## src/rtl/t_counter_pkg.sv

```systemverilog
`default_nettype none
// +--------------------------------------------------------------------------+
// | Module   : t_counter_pkg                                                 |
// | Purpose  : Shared definitions for the T-flip-flop counter family:        |
// |            direction encodings and a constant ceil(log2) helper used     |
// |            when checking counter parameters at elaboration.              |
// | Revision : 1.0 - initial release                                         |
// +--------------------------------------------------------------------------+
package t_counter_pkg;

  localparam logic DIR_UP = 1'b1;
  localparam logic DIR_DN = 1'b0;

  // Number of bits needed to hold values 0..value-1.
  function automatic int clog2(input int value);
    int r;
    int v;
    r = 0;
    v = value - 1;
    while (v > 0) begin
      r = r + 1;
      v = v >>> 1;
    end
    return r;
  endfunction

endpackage
`default_nettype wire

```

## src/rtl/t_ff_cell.sv

```systemverilog
`default_nettype none
// +--------------------------------------------------------------------------+
// | Module   : t_ff_cell                                                     |
// | Purpose  : Single T flip-flop with asynchronous active-high reset.       |
// | Ports    : clk   - clock, rising edge                                    |
// |            reset - asynchronous reset, forces q to 0                     |
// |            t     - toggle request, q inverts on the edge when high       |
// |            q     - stored bit                                            |
// | Revision : 1.0 - initial release                                         |
// +--------------------------------------------------------------------------+
module t_ff_cell (
  input  logic clk,
  input  logic reset,
  input  logic t,
  output logic q
);

  always_ff @(posedge clk or posedge reset) begin
    if (reset) begin
      q <= 1'b0;
    end else if (t) begin
      q <= ~q;
    end
  end

endmodule
`default_nettype wire

```

## src/rtl/t_mod_counter_param.sv

```systemverilog
`default_nettype none
// +--------------------------------------------------------------------------+
// | Module   : t_mod_counter_param                                           |
// | Purpose  : Modulo-MODULUS up/down counter built from T flip-flop cells,  |
// |            with enable, synchronous clear/load and cascade outputs.      |
// | Ports    : clk, reset       - clock / async active-high reset            |
// |            en, up_dn        - count enable / direction (1 = up)          |
// |            clr, load        - sync clear / sync load (clr has priority)  |
// |            load_val         - value for load                             |
// |            q                - registered count                           |
// |            tc, carry_out    - terminal count / cascade enable (comb.)    |
// |            wrap, load_err   - 1-cycle pulses after a wrap / bad load     |
// | Revision : 1.0 - initial release                                         |
// +--------------------------------------------------------------------------+
module t_mod_counter_param
  import t_counter_pkg::*;
#(
  parameter int WIDTH   = 4,
  parameter int MODULUS = 10
) (
  input  logic             clk,
  input  logic             reset,
  input  logic             en,
  input  logic             up_dn,
  input  logic             clr,
  input  logic             load,
  input  logic [WIDTH-1:0] load_val,
  output logic [WIDTH-1:0] q,
  output logic             tc,
  output logic             carry_out,
  output logic             wrap,
  output logic             load_err
);

  localparam logic [WIDTH-1:0] c_max = WIDTH'(MODULUS - 1);

  logic [WIDTH-1:0] count_q;
  logic [WIDTH-1:0] count_d;
  logic [WIDTH-1:0] toggle;
  logic             wrap_q;
  logic             wrap_d;
  logic             load_err_q;
  logic             load_err_d;
  logic             q_oor;      // count above c_max (only via X/forced state)
  logic             lv_oor;     // load_val above c_max
  logic             at_max;
  logic             at_zero;

  generate
    if (WIDTH < 1 || WIDTH > 16) begin : g_bad_width
      $error("t_mod_counter_param: WIDTH %0d outside 1..16", WIDTH);
    end
    if (MODULUS < 2 || clog2(MODULUS) > WIDTH) begin : g_bad_modulus
      $error("t_mod_counter_param: MODULUS %0d outside 2..2**WIDTH", MODULUS);
    end

    // A full binary modulus leaves no unused codes, so neither the count nor
    // a load value can ever be out of range.
    if (MODULUS == (1 << WIDTH)) begin : g_full_range
      assign q_oor  = 1'b0;
      assign lv_oor = 1'b0;
    end else begin : g_part_range
      assign q_oor  = (count_q > c_max);
      assign lv_oor = (load_val > c_max);
    end
  endgenerate

  assign at_max  = (count_q == c_max);
  assign at_zero = (count_q == '0);

  // Next-count mux: clr > load > en > hold.
  always_comb begin
    count_d    = count_q;
    wrap_d     = 1'b0;
    load_err_d = 1'b0;
    if (clr) begin
      count_d = '0;
    end else if (load) begin
      if (lv_oor) begin
        count_d    = c_max;
        load_err_d = 1'b1;
      end else begin
        count_d = load_val;
      end
    end else if (en) begin
      if (up_dn == DIR_UP) begin
        if (at_max || q_oor) begin
          count_d = '0;
          wrap_d  = 1'b1;
        end else begin
          count_d = count_q + WIDTH'(1);
        end
      end else begin
        if (at_zero || q_oor) begin
          count_d = c_max;
          wrap_d  = 1'b1;
        end else begin
          count_d = count_q - WIDTH'(1);
        end
      end
    end
  end

  // Each cell toggles exactly where the next count differs from the current.
  assign toggle = count_q ^ count_d;

  generate
    for (genvar i = 0; i < WIDTH; i++) begin : g_bit
      t_ff_cell u_cell (
        .clk   (clk),
        .reset (reset),
        .t     (toggle[i]),
        .q     (count_q[i])
      );
    end
  endgenerate

  always_ff @(posedge clk or posedge reset) begin
    if (reset) begin
      wrap_q     <= 1'b0;
      load_err_q <= 1'b0;
    end else begin
      wrap_q     <= wrap_d;
      load_err_q <= load_err_d;
    end
  end

  assign q         = count_q;
  assign tc        = (up_dn == DIR_UP) ? at_max : at_zero;
  assign carry_out = en & tc & ~clr & ~load;
  assign wrap      = wrap_q;
  assign load_err  = load_err_q;

endmodule
`default_nettype wire

```

## config.mk

```make
export PLATFORM = sky130hd
export DESIGN_NAME = t_mod_counter_param
export DESIGN_NICKNAME = d
export VERILOG_FILES = /design/src/rtl/t_counter_pkg.sv /design/src/rtl/t_ff_cell.sv /design/src/rtl/t_mod_counter_param.sv
export SDC_FILE = /design/constraint.sdc
export NUM_CORES = 1
export LEC_CHECK = 0
export ABC_AREA = 1
export BUFFER_PORTS_ARGS = -buffer_cell sky130_fd_sc_hd__clkbuf_2
export CAP_MARGIN = 30
export CORE_MARGIN = 1
export CORE_UTILIZATION = 40
export DETAILED_ROUTE_END_ITERATION = 16
export GPL_TIMING_DRIVEN = 1
export PLACE_DENSITY = 0.74
export RECOVER_POWER = 100
export SLEW_MARGIN = 20
export SYNTH_ARGS = -nofsm -noshare
export SYNTH_HDL_FRONTEND = slang
export SYNTH_SLANG_ARGS = --single-unit
```

## constraint.sdc

```tcl
create_clock -name clk -period 1.7 [get_ports clk]
set_clock_uncertainty 0.05 [all_clocks]
set_input_delay 0.17 -clock clk [delete_from_list [all_inputs] [get_ports clk]]
set_output_delay 0.17 -clock clk [all_outputs]
set_load 0.02 [all_outputs]
```

==> flow_summary.toml <==
[power]
pwr-share-comb = 0.381
p_per_area_nw_per_um2 = 651
p_leak_nw = 0.372
switching_share = 0.350
switchingPower_mw = 0.162
p_total_mw = 0.464
share_clk_of_total_power = 0.269
peakVddDrop_mv = 0.525
p_int_mw = 0.302
p_seq_frac = 0.350

[worst_setup_path]
crit_required_ns = 1.48
cp_max_fo = 4
crit_path_end_kind = "output pin"
reg2regPathDepth = 10
start_kind = "flop"
criticalPathCategory = "reg -> out"
cp.arrival_ns = 1.44

[global_route]
antenna_found_initial = 0
grt_overflow = 0
grt_max_degree = 11
grt_pass1_vias = 497
grt_usage = 0.195
grt_first_pass_wirelength_um = 1990

[hold_path]
min_path_type = "in -> reg"
hold_depth = 2

[floorplan]
pin_count = 18
initial_utilization = 0.459
dieArea_um2 = 1510
die_width_um = 38.9
num_rows = 12
core_area_um2 = 1190
die_y_um = 38.9

[timing]
fin_crit_ns = 1.66
fin_crit_sh = 0.974
setup_violations = 0
hold_viol_final = 0
slew_violations = 0
setup_tns_ns = 0
tightest_slew_ns = 0.329
fin_ws_ns = 0.0434
relSlewSlack = 0.781
max_freq_mhz = 604
rsz0062_at_grt = "yes"
hold_slack_ns = 0.107

[finish]
final_common_cell = "nand2_1"
final_cell_mix = "nand2_1, clkbuf_2, a21oi_1, inv_1, nor2_1"
multi_input_area_um2 = 342
syn2layout_area_growth_pct = 31.0
stdcell_area_um2 = 713
seq_area_um2 = 150
fin_util = 0.601
num-fill-cells = 121
diodes = 0
final_nets = 120
final_cells = 118
drive_gt1_frac = 0.337

[logic_synthesis]
ys_seq_area_frac = 0.276
netlist_area_um2 = 544
yosys_warnings = 0
syn_inst = 83
synth-edff-count = 0
ys.flop_type = "dfrtp_1"
synth_top_family_by_area = "simple AND/OR/NAND/NOR gates"
synth_adder_area_share = 0.0920
synth_compound_area_frac = 0.182
async_reset_ff_frac = 1.00
synth_area_per_cell_um2 = 6.56
synthSimpleGateAreaFrac = 0.299
synth-xor-area-share = 0
ys_types = 17
synthMuxAreaShare = 0
ys_ff_latch = 6
synth_nets = 97

[placement]
pre_cts_ws_ns = 0.130
dp.cells = 110
globalplace.congestion = 0.906
place_area_um2 = 617
post-dp-hpwl_um = 1020
port_buffers = 17

[detailed_routing]
dr.pass1.iters = 4
first_iter_violations = 19
drc = 0
drt_wl_total_um = 1280
viasPerCell = 4.96
ant_nets = 0
wl_per_cell_um = 10.8
num_vias = 585

[clock_network]
clk_path_buf_depth = 2
cts_htree_levels = 1
ctsRootBufferMaster = "clkbuf_4"
cts_buffers = 3
cts_tree = "done"
path_clk_slew_ns = 0.04
cts.sinks = 6
clk-insertion-delay-late_ns = 0.23

[flow_run]
drv_cap = 0

[outcome]
status = "finished clean"
cell type report:
class,instances,share of cell area
clock buffers,3,0.0316
inverters,12,0.0632
flip-flops and latches,6,0.211
multi-input cells,60,0.479
well taps,14,0.0246
repair buffers,23,0.191
sequential cells by signal (all words and copies together), names as in the netlist:
name,count
g_bit.u_cell.q,4
load_err,1
wrap,1
cells by family (layout without fill, tap and decap cells):
logic type	after synthesis	count (layout)
buffers and inverters	17	38
DFF	6	6
adders and majority gates	4	4
AOI/OAI and AO/OA	18	18
and+or+nand+nor	38	38
per-layer routing:
layer / GRT usage / vias to the layer above / part of all wire
met3: 0.0520 / 0 / 0.069
li1: - / 308 / -
met5: 0 / - / 0
met1: 0.241 / 246 / 0.44
met4: 0.0259 / 0 / 0
met2: 0.342 / 31 / 0.49
power groups by stage:
stage / logic [mW] / clock network (mW) / registers (mW)
4_1_cts: 0.159 / 0.130 / 0.162
2_1_floorplan: 0.114 / 0 / 0.162
3_5_place_dp: 0.151 / 0 / 0.164
6_report: 0.177 / 0.125 / 0.162
3_3_place_gp: 0.149 / 0 / 0.163
5_1_grt: 0.198 / 0.138 / 0.164
timing repair:
action / CTS / global route
pin swaps: 0 / 1
gates resized for setup: 2 / 14
endpoints found under the hold margin: 6 / 0
buffers inserted: 2 / 2
endpoints found under the setup margin: 2 / 5
hold buffers: 1 / 0
critical path, cell delays in order, from the launching register on:
cell     delay (ns)
dfrtp_1        0.40
inv_2          0.11
ha_1           0.17
nand3_2        0.12
nand2_2        0.10
nand2_2        0.07
nor2_1         0.09
buf_4          0.14
cell usage after synthesis (4+ instances only):
master / n / area [um2]
o21ai_0: 4 / 20.0
buf_4: 5 / 37.5
nor2_1: 7 / 26.3
nand2_1: 21 / 78.8
a21oi_1: 11 / 55.1
inv_1: 11 / 41.3
dfrtp_1: 6 / 150
ha_1: 4 / 50.1
nand3_1: 6 / 30.0
path summary, 6_finish.rpt:
check / slack, ns / to / startpoint
min in group asynchronous: 0.34 / load_err$_DFF_PP0_ / reset
worst max-delay path: 0.04 / carry_out / g_bit[1].u_cell.q$_DFFE_PP0P_
worst max register to register: 0.11 / g_bit[0].u_cell.q$_DFFE_PP0P_ / g_bit[1].u_cell.q$_DFFE_PP0P_
worst min register to register: 0.69 / g_bit[0].u_cell.q$_DFFE_PP0P_ / g_bit[0].u_cell.q$_DFFE_PP0P_
worst min-delay path: 0.11 / g_bit[2].u_cell.q$_DFFE_PP0P_ / clr
max in group asynchronous: 1.06 / g_bit[1].u_cell.q$_DFFE_PP0P_ / reset
Note: power is estimated with default switching activity, not from simulation.
